### src/rtl/vga_flash_pkg.sv
// Shared widths, defaults and the fetch-state encoding for the flash-to-VGA pixel path.
package vga_flash_pkg;
    localparam int FL_ADDR_W       = 22;
    localparam int PIX_W           = 8;
    localparam int DEF_ACC_CYCLES  = 5;
    localparam int DEF_FRAME_BYTES = 76800;

    typedef enum logic [1:0] {
        IDLE,
        WAIT,
        CAPTURE,
        DONE
    } fetchState_t;
endpackage

### src/rtl/pix_sync_fifo.sv
// Show-ahead synchronous FIFO: dout presents the head entry whenever the FIFO is non-empty.
module pix_sync_fifo
    import vga_flash_pkg::*;
#(
    parameter int WIDTH = PIX_W,
    parameter int DEPTH = 16,
    localparam int PTR_W = $clog2(DEPTH),
    localparam int CNT_W = $clog2(DEPTH + 1)
) (
    input  logic             clock,
    input  logic             reset,
    input  logic             flush,
    input  logic             push,
    input  logic             pop,
    input  logic [WIDTH-1:0] din,
    output logic [WIDTH-1:0] dout,
    output logic [CNT_W-1:0] count,
    output logic             empty,
    output logic             full
);
    logic [WIDTH-1:0] r_mem [DEPTH];
    logic [PTR_W-1:0] r_wrPtr;
    logic [PTR_W-1:0] r_rdPtr;
    logic [CNT_W-1:0] r_count;
    logic             w_doPush;
    logic             w_doPop;

    // Flush wins over everything; pops of an empty FIFO and pushes into a full one are dropped.
    assign w_doPush = push & ~full & ~flush;
    assign w_doPop  = pop & ~empty & ~flush;

    always_ff @(posedge clock) begin
        if (w_doPush) begin
            r_mem[r_wrPtr] <= din;
        end
    end

    always_ff @(posedge clock or posedge reset) begin
        if (reset) begin
            r_wrPtr <= '0;
            r_rdPtr <= '0;
            r_count <= '0;
        end else if (flush) begin
            r_wrPtr <= '0;
            r_rdPtr <= '0;
            r_count <= '0;
        end else begin
            if (w_doPush) begin
                r_wrPtr <= r_wrPtr + PTR_W'(1);
            end
            if (w_doPop) begin
                r_rdPtr <= r_rdPtr + PTR_W'(1);
            end
            r_count <= r_count + CNT_W'(w_doPush) - CNT_W'(w_doPop);
        end
    end

    assign empty = (r_count == '0);
    assign full  = (r_count == CNT_W'(DEPTH));
    assign count = r_count;
    assign dout  = empty ? '0 : r_mem[r_rdPtr];
endmodule

### src/rtl/flash_pixel_fetcher.sv
// Streams one frame of RGB332 bytes from parallel NOR flash, one read in flight, into a show-ahead FIFO.
module flash_pixel_fetcher
    import vga_flash_pkg::*;
#(
    parameter int          ADDR_W      = FL_ADDR_W,
    parameter int unsigned BASE_ADDR   = 0,
    parameter int          FRAME_BYTES = DEF_FRAME_BYTES,
    parameter int          ACC_CYCLES  = DEF_ACC_CYCLES,
    parameter int          FIFO_DEPTH  = 16
) (
    input  logic              CLOCK_50,
    input  logic              reset,
    input  logic              frame_start,
    input  logic              pix_rd,
    output logic [PIX_W-1:0]  pix_data,
    output logic              pix_valid,
    output logic              underflow,
    output logic              busy,
    output logic [ADDR_W-1:0] FL_ADDR,
    input  logic [PIX_W-1:0]  FL_DQ,
    output logic              FL_OE_N,
    output logic              FL_CE_N,
    output logic              FL_WE_N,
    output logic              FL_RST_N
);
    localparam int CNT_W  = $clog2(FRAME_BYTES + 1);
    localparam int WCNT_W = $clog2(ACC_CYCLES + 1);
    localparam int FCNT_W = $clog2(FIFO_DEPTH + 1);

    fetchState_t       r_state;
    fetchState_t       w_nextState;
    logic [CNT_W-1:0]  r_addrCnt;
    logic [WCNT_W-1:0] r_wcnt;
    logic [ADDR_W-1:0] r_flAddr;
    logic              r_oeN;
    logic              r_underflow;
    logic              w_frameDone;
    logic              w_fifoRoom;
    logic              w_issue;
    logic              w_push;
    logic              w_oeNNext;
    logic              w_empty;
    logic              w_full;
    logic [FCNT_W-1:0] w_fifoCount;
    logic [ADDR_W-1:0] w_addrSum;

    assign w_frameDone = (r_addrCnt == CNT_W'(FRAME_BYTES));
    assign w_fifoRoom  = (w_fifoCount < FCNT_W'(FIFO_DEPTH));
    assign w_addrSum   = ADDR_W'(BASE_ADDR) + ADDR_W'(r_addrCnt);

    always_ff @(posedge CLOCK_50 or posedge reset) begin
        if (reset) begin
            r_state <= DONE;
        end else if (frame_start) begin
            r_state <= IDLE;
        end else begin
            r_state <= w_nextState;
        end
    end

    always_comb begin
        w_nextState = r_state;
        case (r_state)
            IDLE:    if (w_frameDone) w_nextState = DONE;
                     else if (w_fifoRoom) w_nextState = WAIT;
            WAIT:    if (r_wcnt == '0) w_nextState = CAPTURE;
            CAPTURE: w_nextState = IDLE;
            DONE:    w_nextState = DONE;
            default: w_nextState = DONE;
        endcase
    end

    // A byte captured in the same cycle as frame_start belongs to the aborted frame and is dropped.
    always_comb begin
        w_issue   = 1'b0;
        w_push    = 1'b0;
        w_oeNNext = r_oeN;
        case (r_state)
            IDLE: begin
                if (w_frameDone) begin
                    w_oeNNext = 1'b1;
                end else if (w_fifoRoom) begin
                    w_issue   = 1'b1;
                    w_oeNNext = 1'b0;
                end
            end
            WAIT:    w_oeNNext = 1'b0;
            CAPTURE: begin
                w_push    = ~frame_start;
                w_oeNNext = 1'b1;
            end
            default: w_oeNNext = 1'b1;
        endcase
    end

    always_ff @(posedge CLOCK_50 or posedge reset) begin
        if (reset) begin
            r_addrCnt   <= '0;
            r_wcnt      <= '0;
            r_flAddr    <= ADDR_W'(BASE_ADDR);
            r_oeN       <= 1'b1;
            r_underflow <= 1'b0;
        end else if (frame_start) begin
            r_addrCnt   <= '0;
            r_oeN       <= 1'b1;
            r_underflow <= 1'b0;
        end else begin
            r_oeN <= w_oeNNext;
            if (w_issue) begin
                r_flAddr <= w_addrSum;
                r_wcnt   <= WCNT_W'(ACC_CYCLES - 1);
            end else if (r_state == WAIT && r_wcnt != '0) begin
                r_wcnt <= r_wcnt - WCNT_W'(1);
            end
            if (w_push) begin
                r_addrCnt <= r_addrCnt + CNT_W'(1);
            end
            if (pix_rd && w_empty) begin
                r_underflow <= 1'b1;
            end
        end
    end

    pix_sync_fifo #(
        .WIDTH (PIX_W),
        .DEPTH (FIFO_DEPTH)
    ) u_fifo (
        .clock (CLOCK_50),
        .reset (reset),
        .flush (frame_start),
        .push  (w_push),
        .pop   (pix_rd),
        .din   (FL_DQ),
        .dout  (pix_data),
        .count (w_fifoCount),
        .empty (w_empty),
        .full  (w_full)
    );

    assign pix_valid = ~w_empty;
    assign underflow = r_underflow;
    assign busy      = (r_state != DONE);
    assign FL_ADDR   = r_flAddr;
    assign FL_OE_N   = r_oeN;
    assign FL_CE_N   = r_oeN;
    assign FL_WE_N   = 1'b1;
    assign FL_RST_N  = 1'b1;
endmodule

### config.mk
export PLATFORM = sky130hd
export DESIGN_NAME = flash_pixel_fetcher
export DESIGN_NICKNAME = d
export VERILOG_FILES = /design/src/rtl/vga_flash_pkg.sv /design/src/rtl/pix_sync_fifo.sv /design/src/rtl/flash_pixel_fetcher.sv
export SDC_FILE = /design/constraint.sdc
export NUM_CORES = 1
export LEC_CHECK = 0
export ABC_AREA = 1
export CAP_MARGIN = 10
export CORE_UTILIZATION = 34
export DETAILED_ROUTE_END_ITERATION = 10
export REMOVE_ABC_BUFFERS = 1
export SLEW_MARGIN = 15
export SYNTH_ARGS = -nofsm -noshare
export SYNTH_HDL_FRONTEND = slang
export SYNTH_HIERARCHICAL = 1
export SYNTH_SLANG_ARGS = --single-unit
### constraint.sdc
create_clock -name CLOCK_50 -period 6.1 [get_ports CLOCK_50]
set_input_delay 1.22 -clock CLOCK_50 [delete_from_list [all_inputs] [get_ports CLOCK_50]]
set_output_delay 1.22 -clock CLOCK_50 [all_outputs]
set_load 0.005 [all_outputs]
; ---- After elaboration in Yosys (flattened, before gate mapping)
; Memories as Yosys holds them, arrays and structs flattened.
; Cells that the tools add are included.
; W data, S select, Z words.
[word_totals]
register_bits = 54
latch_bits = 0
ramBits = 128
romBits = 0
in_bits = 12
output_inout_bits = 37
elab_cells = 73
mem_count = 1
[mem_list]
columns = memory, words, word_bits, read_ports, rd_ports_with_merged_regs, write_ports, line
row1 = u_fifo.r_mem, 16, 8, 1, 0, 1, pix_sync_fifo.sv:21  ; logic [WIDTH-1:0] r_mem [DEPTH];
[op_classes]
addsub = 6
n_mul = 0
div_mod_pow = 0
n_lt_le_gt_ge = 1
n_eq_ne = 8
shifts = 0
muxes = 27
bitwise = 7
n_reduce_logical = 14
[op_table]
columns = operator, n
row1 = $mux W17, 2
row2 = $add A17 B1 Y17 const B, 1
row3 = $eq A17 B17 Y1 const B, 1
row4 = $mux W4, 4
row5 = $mux W1, 11
row6 = $reduce_bool A2 Y1, 5
row7 = $add A4 B1 Y4 const B, 2
row8 = $mux W2, 4
row9 = $mux W8, 1
row10 = $pmux W2 S4, 1
row11 = $mux W3, 2
row12 = $reduce_and A2 Y1, 3
row13 = $add A5 B1 Y5, 1
row14 = $eq A5 B5 Y1 const B, 1
row15 = $logic_not A5 Y1, 1
row16 = $lt A5 B5 Y1 const B, 1
row17 = $mux W5, 1
row18 = $sub A5 B1 Y5, 1
row19 = $and A1 B1 Y1, 4
row20 = $eq A2 B2 Y1 const B, 2
row21 = $ne A4 B4 Y1 const B, 1
row22 = $logic_not A3 Y1, 1
row23 = $ne A3 B3 Y1 const B, 1
row24 = $not A1 Y1, 3
row25 = other kinds (7), 8

; ---- Depth between registers and ports, before layout
[logic_depth]
depth_word = 7
depth_mapped = 18
depth_no_buf = 18

; ---- Cells and area by module
; Netlist, hierarchy kept.
[by_module_without_submodules]
columns = mod, n_inst, cells_each, area_per_inst_um2, seq_area_each_um2
row1 = pix_sync_fifo, 1, 625, 6363.6, 4169.0
row2 = flash_pixel_fetcher, 1, 275, 2222.1, 1029.7

; ---- Worst setup path after synthesis
; No wires, ideal clock.
[synth_path]
path_type = input port to flip-flop
start = input frame_start
end = register u_fifo.r_count[4] (netlist: u_fifo/count[4])
setup_ns = 0.124
arrival_ns = 3.246
path_slack_ns = 2.730
stages = 16
path_buffers = 1
path_cell_list = buf_2 > nor2_1 > nand2_1 > nor2_2 > inv_1 > ha_1 > inv_1 > ha_1 > inv_1 > fa_1 > inv_1 > nand2_1 > a21oi_1 > nor2_1 > o21ai_0 > a21oi_1
[synth_via]
elab_chain_len = 7
elab_cells_between_ends = 8
classes_between = add/sub: 2 / mux: 2 / bitwise: 4
[synth_lines]
columns = element, line
row1 = from (decl), flash_pixel_fetcher.sv:13  ; input logic frame_start,
row2 = $not A1 Y1 (no line), --
row3 = $mux W1, flash_pixel_fetcher.sv:78  ; case (r_state)
row4 = via w_push, flash_pixel_fetcher.sv:40  ; logic w_push;
row5 = $and A1 B1 Y1 (2 in series), pix_sync_fifo.sv:29  ; assign w_doPush = push & ~full & ~flush;
row6 = $add A5 B1 Y5, pix_sync_fifo.sv:54  ; r_count <= r_count + CNT_W'(w_doPush) - CNT_W'(w_doPop);
row7 = $sub A5 B1 Y5, pix_sync_fifo.sv:54
row8 = $mux W5, pix_sync_fifo.sv:43  ; end else if (flush) begin
row9 = to (signal assigned), pix_sync_fifo.sv:54
row10 = to (decl), pix_sync_fifo.sv:24  ; logic [CNT_W-1:0] r_count;
; The timed path passes the listed nets, and every way through them passes these cells.
; A chain may end at the register's enable or synchronous reset.

; ---- Worst setup path in the final report
[layout_path]
start = register u_fifo.r_rdPtr[0]
end = output pix_data[2]
[layout_via]
elab_chain_len = 2
[layout_lines]
columns = element, line
row1 = from (decl), pix_sync_fifo.sv:23  ; logic [PTR_W-1:0] r_rdPtr;
row2 = from (signal assigned), pix_sync_fifo.sv:52  ; r_rdPtr <= r_rdPtr + PTR_W'(1);
row3 = $mem_v2 Z16 W8, --
row4 = $mux W8, pix_sync_fifo.sv:61  ; assign dout = empty ? '0 : r_mem[r_rdPtr];
row5 = to (decl), flash_pixel_fetcher.sv:15  ; output logic [PIX_W-1:0] pix_data,
; No other way between the ends.

==> reports/qor.yml <==
grt:
  grt_max_degree: 51
  grt_pass1_wl_microns: 30100
  grt_pass1_vias: 5606
  grt_util_all_layers: 0.153
  antenna_found_initial: 0
  grt.overflow.total: 0
drt:
  wirelength_microns: 18800
  dr.max_layer_used: "met4"
  ant_nets: 0
  drt-vias-per-instance: 4.59
  dr.first_iter.drc_count: 469
  dr_wl_met2_microns: 8830
  wl_met1_microns: 8690
  vias: 5833
  wire_per_inst_microns: 14.8
  wl_met3_microns: 1080
  drc: 0
  drtPass1Iterations: 5
min_path:
  hold-path-cell-count: 2
  hold_path_class: "reg -> reg"
pwr:
  p_leak_nw: 4.23
  sw_frac_of_total: 0.333
  peakVddDrop_mv: 0.230
  p_comb_frac: 0.251
  power.internal_mw: 2.29
  power_switching_mw: 1.14
  p_total_mw: 3.43
  power_density_nw_per_um2: 350
  pwr-share-seq: 0.423
  p_clk_frac: 0.326
sta:
  relSlewSlack: 0.235
  hold_violations: 0
  min_period_over_period: 0.736
  fin_skew_ns: 0.0149
  report.final.slew_viol_count: 0
  rsz0062_at_grt: "false"
  finalSetupViolCount: 0
  fin_tns_setup_ns: 0
  max_freq_mhz: 223
  tightest_slew_ns: 1.14
  min_period_ns: 4.49
die:
  io_pins: 49
  rows: 57
  coreArea_sq_um: 24500
  start_util: 0.350
  dieWidth_microns: 161
  die_h_microns: 161
  die_area_sq_um: 25900
clocking:
  cts-root-buf: "clkbuf_16"
  clkLatencyLatePin_ns: 0.43
  cts.htree.levels: 4
  cts_sinks: 182
  cts_resized: 0
  ctsHoldBuffers: 0
  clk_pin_slew_ns: 0.07
  cts_tree: "yes"
  clock_path_buffers: 2
  numCtsBuffers: 17
  cts_setup_buffers: 0
layout:
  final_core_util: 0.400
  area_growth_syn_to_layout_pct: 14.4
  nets: 965
  fillerInstances: 2410
  final_cell_count_no_fill: 1270
  final_cell_area_sq_um: 9820
  diodes: 0
  layout-drive-gt1-share: 0.0761
worst_setup_path:
  cp_cell_sequence: "inv_2 > nand2_1 > nand3_1 > nand2_1 > nand2_1 > nand3_1 > nand2_1 > nor2_1 > clkdlybuf4s50_1"
  cp_slowest_cell: "dfrtp_1"
  worstSetupPathType: "reg -> out"
  crit_top_cell: "nand2_1"
  critPathCapture: "pix_data[2]"
  cp-start-kind: "flop"
  ff2ff_path_depth: 17
  crit_start: "u_fifo/r_rdPtr[0]"
  cp-end-kind: "output port"
  r2r_start: "r_state[1]"
  reg2reg_to: "u_fifo/count[4]"
  cp.arrival_ns: 3.27
  reg2reg_setup_slack_ns: 2.75
  critPathRequiredTime_ns: 4.88
  slowest_delay_ns: 0.90
  worstPathMaxFanout: 50
place:
  placed_cells: 1238
  placed_area_sq_um: 9200
  gp_congestion: 0.804
  place_hpwl_microns: 12200
  port_buffers: 41
job:
  maxCapViolCount: 0
yosys:
  synth_area_sq_um: 8580
  yosysWarnings: 6
  synth_cells: 899
  avgSynthCellArea_sq_um: 9.55
run_status:
  outcome: "complete, no violations"
==> cell type report <==
| cell class | count | area [sq um] | area share |
|---|---|---|---|
| sequential | 182 | 5200 | 0.530 |
| multi-input combinational | 532 | 2580 | 0.263 |
| inverter | 154 | 581 | 0.0591 |
| timing repair buffer | 46 | 448 | 0.0456 |
| clock buffer | 17 | 425 | 0.0433 |
| tap | 324 | 405 | 0.0413 |
| clock inverter | 15 | 179 | 0.0182 |
==> power by group through the flow <==
stage / registers [mW] / clock network (mW) / logic, mW
floorplan: 1.47 / 0 / 0.520
global placement: 1.48 / 0 / 0.848
detailed placement: 1.48 / 0 / 0.857
CTS: 1.45 / 1.14 / 0.865
global route: 1.46 / 1.19 / 0.977
finish: 1.45 / 1.12 / 0.861
==> routing by layer <==
layer,vias up,track usage
met2,158,0.244
met4,0,0.0437
met1,2730,0.207
li1,2932,-
met3,13,0.0336
met5,-,0
==> cells in the final DEF (no fill, tap or decap), types with 17 or more instances in the layout <==
cell type	n
nor2_1	71
o21ai_0	33
clkdlybuf4s50_1	41
ha_1	19
inv_1	149
dfrtp_1	51
edfxtp_1	128
nand3_1	70
clkbuf_16	17
nand2_1	241
a21oi_1	30
==> worst min path at each step <==
stage                       end  slack (ns)         from
floorplan             r_wcnt[2]        0.48    r_wcnt[2]
global placement     FL_ADDR[3]        0.47   FL_ADDR[3]
detailed placement  FL_ADDR[15]        0.47  FL_ADDR[15]
CTS                 FL_ADDR[10]        0.49  FL_ADDR[10]
global route         FL_ADDR[7]        0.52   FL_ADDR[7]
finish               FL_ADDR[5]        0.49   FL_ADDR[5]
==> critical path, delay by kind of cell (launching register included) <==
family / cells / cell delay, ns
buffers and inverters: 2 / 1.13
flip-flops: 1 / 0.90
AND/OR/NAND/NOR: 7 / 0.79
==> registers in the layout, indices dropped and copies added (netlist names) <==
signal          cells
r_addrCnt          17
u_fifo/r_rdPtr      4
u_fifo/count        5
FL_ADDR            17
r_wcnt              3
r_state             2
underflow           1
u_fifo/r_mem      128
u_fifo/r_wrPtr      4
FL_CE_N             1
==> stage by stage <==
stage          setup WS [ns]  hold WS (ns)
6_report                1.61         0.487
5_1_grt                 1.38         0.518
4_1_cts                 1.64         0.491
3_5_place_dp            2.00         0.473
3_3_place_gp            2.08         0.466
2_1_floorplan           2.66         0.476
(Power assumes the default switching activity.)
